--- src/rtl/pq_pkg.sv ---
// pq_pkg: shared priority-queue types, cell opcodes and the key priority compare
package pq_pkg;
  typedef enum logic {MIN_PQ, MAX_PQ} pq_type_t;
  typedef enum logic [1:0] {OP_HOLD, OP_ENQ, OP_DEQ, OP_REP} pq_op_t;
  typedef struct packed {
    logic [7:0] key;
    logic [7:0] val;
  } kv_t;
  localparam int PQ_KW_MAX = 64;
  function automatic logic pq_beats(input logic [PQ_KW_MAX-1:0] key_a, input logic [PQ_KW_MAX-1:0] key_b, input pq_type_t pq_type);
    return pq_type == MIN_PQ ? key_a < key_b : key_a > key_b;
  endfunction
endpackage

--- src/rtl/pq_sr_cell.sv ---
// pq_sr_cell: one queue entry; from own/upper/lower contents, new pair and op it yields next contents and the insert-above flag for the cell below
module pq_sr_cell
  import pq_pkg::*;
#(
  parameter int KW = 8,
  parameter int VW = 8,
  parameter pq_type_t PQ_TYPE = MIN_PQ
) (
  input  pq_op_t           op,
  input  logic             ins_above,
  input  logic             self_v,
  input  logic [KW+VW-1:0] self_kv,
  input  logic             up_v,
  input  logic [KW+VW-1:0] up_kv,
  input  logic             lo_v,
  input  logic [KW+VW-1:0] lo_kv,
  input  logic [KW+VW-1:0] new_kv,
  output logic             nxt_v,
  output logic [KW+VW-1:0] nxt_kv,
  output logic             ins_below
);
  logic b_self, b_lo;
  assign b_self = !self_v || pq_beats(PQ_KW_MAX'(new_kv[KW+VW-1 -: KW]), PQ_KW_MAX'(self_kv[KW+VW-1 -: KW]), PQ_TYPE);
  assign b_lo = !lo_v || pq_beats(PQ_KW_MAX'(new_kv[KW+VW-1 -: KW]), PQ_KW_MAX'(lo_kv[KW+VW-1 -: KW]), PQ_TYPE);
  assign ins_below = ins_above | (op == OP_REP ? b_lo : b_self);
  always_comb begin
    {nxt_v, nxt_kv} = {self_v, self_kv};
    if (op == OP_ENQ)
      {nxt_v, nxt_kv} = ins_above ? {up_v, up_kv} : b_self ? {1'b1, new_kv} : {self_v, self_kv};
    else if (op == OP_DEQ)
      {nxt_v, nxt_kv} = {lo_v, lo_kv};
    else if (op == OP_REP)
      {nxt_v, nxt_kv} = ins_above ? {self_v, self_kv} : b_lo ? {1'b1, new_kv} : {lo_v, lo_kv};
  end
endmodule

--- src/rtl/pq_sr_param.sv ---
// pq_sr_param: sorted shift-register priority queue; enq/deq/kvi in, head kvo, empty/full/count status, err pulse on illegal ops
module pq_sr_param
  import pq_pkg::*;
#(
  parameter int KEY_WIDTH = 8,
  parameter int VAL_WIDTH = 8,
  parameter int DEPTH = 16,
  parameter pq_type_t PQ_TYPE = MIN_PQ,
  localparam int W = KEY_WIDTH + VAL_WIDTH,
  localparam int CW = $clog2(DEPTH + 1)
) (
  input  logic          clk,
  input  logic          rst,
  input  logic          enq,
  input  logic          deq,
  input  logic [W-1:0]  kvi,
  output logic [W-1:0]  kvo,
  output logic          empty,
  output logic          full,
  output logic [CW-1:0] count,
  output logic          err
);
  logic [DEPTH-1:0] v_q, v_d;
  logic [W-1:0] kv_q [DEPTH];
  logic [W-1:0] kv_d [DEPTH];
  logic [DEPTH+1:0] pv;
  logic [W-1:0] pkv [DEPTH+2];
  logic ins [DEPTH+1];
  pq_op_t op;
  assign empty = count == '0;
  assign full = count == CW'(DEPTH);
  assign kvo = v_q[0] ? kv_q[0] : '0;
  assign op = enq && deq ? (empty ? OP_ENQ : OP_REP) : enq ? (full ? OP_HOLD : OP_ENQ) : deq ? (empty ? OP_HOLD : OP_DEQ) : OP_HOLD;
  assign pv = {1'b0, v_q, 1'b0};
  assign pkv[0] = '0;
  assign pkv[DEPTH+1] = '0;
  assign ins[0] = 1'b0;
  for (genvar i = 0; i < DEPTH; i++) begin : g_cell
    assign pkv[i+1] = kv_q[i];
    pq_sr_cell #(.KW(KEY_WIDTH), .VW(VAL_WIDTH), .PQ_TYPE(PQ_TYPE)) u_cell (
      .op(op), .ins_above(ins[i]),
      .self_v(pv[i+1]), .self_kv(pkv[i+1]),
      .up_v(pv[i]), .up_kv(pkv[i]),
      .lo_v(pv[i+2]), .lo_kv(pkv[i+2]),
      .new_kv(kvi), .nxt_v(v_d[i]), .nxt_kv(kv_d[i]), .ins_below(ins[i+1])
    );
  end
  always_ff @(posedge clk or posedge rst) begin
    if (rst) begin
      v_q <= '0;
      count <= '0;
      err <= 1'b0;
    end else begin
      v_q <= v_d;
      count <= op == OP_ENQ ? count + CW'(1) : op == OP_DEQ ? count - CW'(1) : count;
      err <= (enq && !deq && full) || (deq && empty);
    end
  end
  always_ff @(posedge clk) kv_q <= kv_d;
endmodule

--- config.mk ---
export PLATFORM = sky130hd
export DESIGN_NAME = pq_sr_param
export DESIGN_NICKNAME = d
export VERILOG_FILES = /design/src/rtl/pq_pkg.sv /design/src/rtl/pq_sr_cell.sv /design/src/rtl/pq_sr_param.sv
export SDC_FILE = /design/constraint.sdc
export NUM_CORES = 1
export LEC_CHECK = 0
export ABC_AREA = 1
export BUFFER_PORTS_ARGS = -buffer_cell sky130_fd_sc_hd__buf_2
export CORE_ASPECT_RATIO = 0.8
export CORE_MARGIN = 2
export CORE_UTILIZATION = 40
export DETAILED_ROUTE_END_ITERATION = 10
export MAX_ROUTING_LAYER = met4
export PLACE_DENSITY = 0.6
export SYNTH_ARGS = -nofsm -noshare
export SYNTH_HDL_FRONTEND = slang
export SYNTH_HIERARCHICAL = 1
export SYNTH_SLANG_ARGS = --single-unit
--- constraint.sdc ---
create_clock -name clk -period 43.2 [get_ports clk]
set_input_delay 2.16 -clock clk [delete_from_list [all_inputs] [get_ports clk]]
set_output_delay 2.16 -clock clk [all_outputs]
set_load 0.01 [all_outputs]
After elaboration in Yosys (flattened, before gate mapping)

Cells that the tools add are included.

Add/subtract/negate cells: 2
Order comparisons: 16
Equal/unequal tests: 20
Mux-type cells: 166
Bitwise gates (word level): 14
Reductions and logical operators: 57

Operator list:

| operator                                                                 | number |
|---|---|
| 16-bit 2-to-1 mux                                                        | 49 |
| 17-bit 2-to-1 mux                                                        | 46 |
| 8-bit < comparator                                                       | 16 |
| 1-bit 2-to-1 mux                                                         | 64 |
| 3-bit inequality test (second input constant)                            | 15 |
| 2-bit AND reduction                                                      | 16 |
| 1-bit zero test                                                          | 17 |
| 1-bit logical OR                                                         | 17 |
| 1-bit bitwise OR                                                         | 14 |
| 2-bit 2-to-1 mux                                                         | 5 |
| 5-bit 2-to-1 mux                                                         | 2 |
| 5-bit by 1-bit adder with 5-bit output (second input constant)           | 1 |
| 5-bit equality test (second input constant)                              | 1 |
| 5-bit zero test                                                          | 1 |
| 5-bit by 1-bit subtractor with 5-bit output (second input constant)      | 1 |
| 2-bit equality test (second input constant)                              | 2 |
| 1-bit logical AND                                                        | 4 |
| 3-bit nonzero test                                                       | 1 |
| 2-bit by 1-bit equality test with 1-bit output (second input constant)   | 1 |
| 2-bit by 1-bit inequality test with 1-bit output (second input constant) | 1 |
| 2-bit nonzero test                                                       | 1 |

Register bits after elaboration: 278
Output and inout port bits: 24
Logic and storage cells: 309

Depth between registers and ports, before layout

Depth after elaboration: 25
Mapped depth: 89
Gate-level depth less buffers: 73

Modules after synthesis

Netlist, hierarchy kept.

By module, submodules not included:

| module                             | times used | cells each | area an instance (sq um) | sequential area each (sq um) |
|---|---|---|---|---|
| pq_sr_cell at g_cell[0].u_cell ... | 9          | 361        | 1,684.1                  | 0.0 |
| pq_sr_cell at g_cell[3].u_cell ... | 7          | 359        | 1,670.4                  | 0.0 |
| pq_sr_param                        | 1          | 369        | 6,107.1                  | 5,675.4 |

Worst setup path after synthesis

OpenSTA, ideal clock, no wires.

Path kind: input port to flip-flop
Start: input port deq
End: register kv_q[10] (netlist bit)
Data arrival time: 15.550 ns
Setup slack: 27.538 ns
Stages on the path: 85
Cells stage by stage: nor2_2 > nor2_1 > nand2_1 > nor2_4 > inv_2 > clkbuf_1 > o22ai_1 > inv_1 > nor2_4 > inv_2 > clkbuf_1 > o22ai_1 > inv_1 > nor2_4 > inv_2 > clkbuf_1 > o22ai_1 > inv_1 > [... 49 more ...] > inv_1 > nor2_4 > inv_2 > clkbuf_1 > o22ai_1 > inv_1 > nor2_4 > inv_2 > clkbuf_1 > o22ai_1 > inv_1 > nor2_4 > inv_2 > clkbuf_1 > a21oi_1 > nand2_1 > nand2_1 > nand2_1

RTL lines:

| item                 | RTL line          | text |
|---|---|---|
| from (decl)          | pq_sr_param.sv:15 | `input logic deq,` |
| to (signal assigned) | pq_sr_param.sv:59 | `always_ff @(posedge clk) kv_q <= kv_d;` |
| to (decl)            | pq_sr_param.sv:24 | `logic [W-1:0] kv_q [DEPTH];` |

==> summary.md <==
The number of global-route vias before repair is 32900, and the core area is 81900 um^2. In the final timing run, aggregate negative setup slack is 0 ns. The cell area reported after detailed placement came out at 33500 um^2. The clock-pin transition on the worst setup and hold timing paths was 0.06 ns.

Dividing total power by cell area gives a power density of 67.0 nW/um^2. The final global-route overflow total came out at 0. The total count of max-transition violations in the final report is 0, and the worst hold margin is 0.564 ns. TritonCTS built the clock tree. The setup path with the least slack is of type primary input to flip-flop. The worst pin sits at a relative slew slack of 18.0%. The CTS buffer count came out at 36.

The flow ran to the end, and the final reports show no timing, DRC or antenna violations. During I/O placement, the number of pins put on the boundary was 44. The portion of the clock cycle consumed by the worst path in the final layout works out to 52.2%. Root buffer cell: sky130_fd_sc_hd__clkbuf_16. Cells with a size suffix above 1 make up 4.21% of the layout. For the worst setup path, the data arrival time is 23.01 ns. The run gives 0 as the number of antenna violations at the first check in global routing.

The width of the die was 325 um; the total length of routed wires was 121000 um. Each instance of the synthesized netlist takes up on average 5.38 um^2. Slew at the pin with the worst max-slew slack: 1.23 ns.

In this run, the number of DRC markers left after iteration 0 of detailed routing was 4182. The worst-path maximum fanout works out to 36. Routability-driven placement finished with a final weighted congestion of 0.924.

The die outline height was 261 um; the number of clock sinks seen by CTS was 278. Across the routed clock network, the largest skew measured is 0.0450 ns. The tools report the kind of capture point of the worst setup path as a flip-flop. Entering global routing, the biggest net connects 40 pins. Among all stages on the critical path, the largest delay is contributed by sky130_fd_sc_hd__clkinv_1.

Setup repair after global routing left no endpoint under its margin. In this run the deepest clock path goes through 3 buffers. After legalization and detailed placement, the total HPWL measured 79300 um. The clock reaches the later pin of the worst-skew pair after 0.60 ns.

For the worst setup path, the data required time is 43.66 ns. Dividing the detail-routed via count by the number of cells gives 5.28. Synthesis produced 6128 cells. The clock tree synthesis step divided the H-tree into 2 levels. The routed layout has 37600 vias. The total number of yosys warnings was 6.

Input and output buffers added on the ports amount to 43. The tools report the floorplan die area as 84700 um^2. The maximum VDD drop was 0.0349 mV. The first global-routing pass estimated 190000 um of wire. STA classifies the critical path startpoint as a primary input. With fillers left out, the area of the finished cells amounts to 34700 um^2. Once the floorplan was initialized, standard cells occupied 40.2% of the core. Once the clock tree was built, the setup fixing pass inserted 0 buffers. The largest delay contributor family on the critical path is buffers and inverters. The total of max-cap violations is 0, and the number of iterations in the first detailed-routing pass is 6. Gates resized during post-CTS repair numbered 0.

Number of setup violations in the final report: 0. For the count of hold-fix buffers inserted at cts, the log shows 0. For the remaining number of nets flagged by the antenna check after routing, the log shows 0. 0 antenna diodes ended up in the layout.

On the worst path, the slowest cell contributes a delay of 0.76 ns. For this run, design rule violations remaining after detail routing come to 0. Global routing used 28.3% of the available tracks.

The analysis attributes to cell leakage a power of 18.6 nW. The number of hold-slack violations in the final timing report was 0. The time the final worst path needs with I/O delays and setup works out to 22.56 ns. The cell seen most often among critical-path stages was sky130_fd_sc_hd__nand2_1. The total buffers and inverters traversed by the critical path came out at 32. The maximum clock frequency is 44.3 MHz, and the wire length per cell is 16.9 um. For the total chip power, the log shows 2.32 mW. The tools report the number of core rows as 94.

The run gives 32900 um^2 as the cell area after synthesis. The area growth from synthesis to layout came out at 5.26%. The path class of the tightest hold or removal check is flip-flop to flip-flop. The final layout net count was 6251.
[state kept, by name, indices dropped and copies added (netlist names)]
signal	cells
err	1
count	5
v_q	16
kv_q	256
[power breakdown]
part / total [mW] / internal (mW) / switching, mW
logic: 1.31 / 0.440 / 0.867
registers: 0.694 / 0.394 / 0.300
clock network: 0.323 / 0.192 / 0.131
total: 2.32 / 1.03 / 1.30
[worst paths after layout]
check | from | endpoint | slack, ns | cells after the start
worst max-delay path | kvi[12] | kv_q[15] | 20.64 | 71
worst max register to register | kv_q[255] | kv_q[15] | 22.45 | 69
worst min register to register | count[3] | count[3] | 0.56 | 2
max in group asynchronous | rst | v_q[4] | 40.75 | 2
worst min-delay path | count[3] | count[3] | 0.56 | 2
min in group asynchronous | rst | v_q[14] | 1.82 | 2
[through the flow]
step	util, %	setup WS [ns]	std cells
after floorplan	-	27.55	6180
after global placement	40.9	21.08	7068
after detailed placement	40.9	20.76	7068
after CTS	42.4	21.27	7133
after global routing	42.4	18.64	7133
final	42.4	20.64	7133
[routing by layer]
| layer | vias to the layer above | track usage, % | wire length (um) |
|---|---|---|---|
| li1 | 18900 | - | - |
| met1 | 16900 | 40.9 | 56800 |
| met2 | 1659 | 41.2 | 50200 |
| met3 | 209 | 3.57 | 11000 |
| met4 | 0 | 7.33 | 2800 |
| met5 | - | - | 0 |
[final cells by class]
class	instances	area, um^2
clock buffer	55	1050
clock inverter	10	161
fill	9118	47200
inverter	1044	3920
multi-input combinational	4568	22000
sequential	278	5680
tap	1104	1380
timing repair buffer	74	465
[cells in the final DEF, fill, tap and decap left out, types with 38 or more instances in the layout]
cell type / count
sky130_fd_sc_hd__a21oi_1: 359
sky130_fd_sc_hd__buf_4: 38
sky130_fd_sc_hd__clkbuf_16: 38
sky130_fd_sc_hd__conb_1: 53
sky130_fd_sc_hd__dfxtp_1: 256
sky130_fd_sc_hd__ha_1: 228
sky130_fd_sc_hd__inv_1: 977
sky130_fd_sc_hd__nand2_1: 1855
sky130_fd_sc_hd__nand2_4: 48
sky130_fd_sc_hd__nand3_1: 1028
sky130_fd_sc_hd__nor2_1: 572
sky130_fd_sc_hd__o21ai_0: 304
[worst reg2reg max path: cells and delay by family (launching register included)]
kind | cells | cell delay [ns]
and+or+nand+nor | 20 | 4.98
AOI/OAI and AO/OA | 17 | 2.15
buffers and inverters | 31 | 12.63
DFF | 1 | 0.53
adders and majority gates | 1 | 0.31
(Power assumes the default switching activity.)
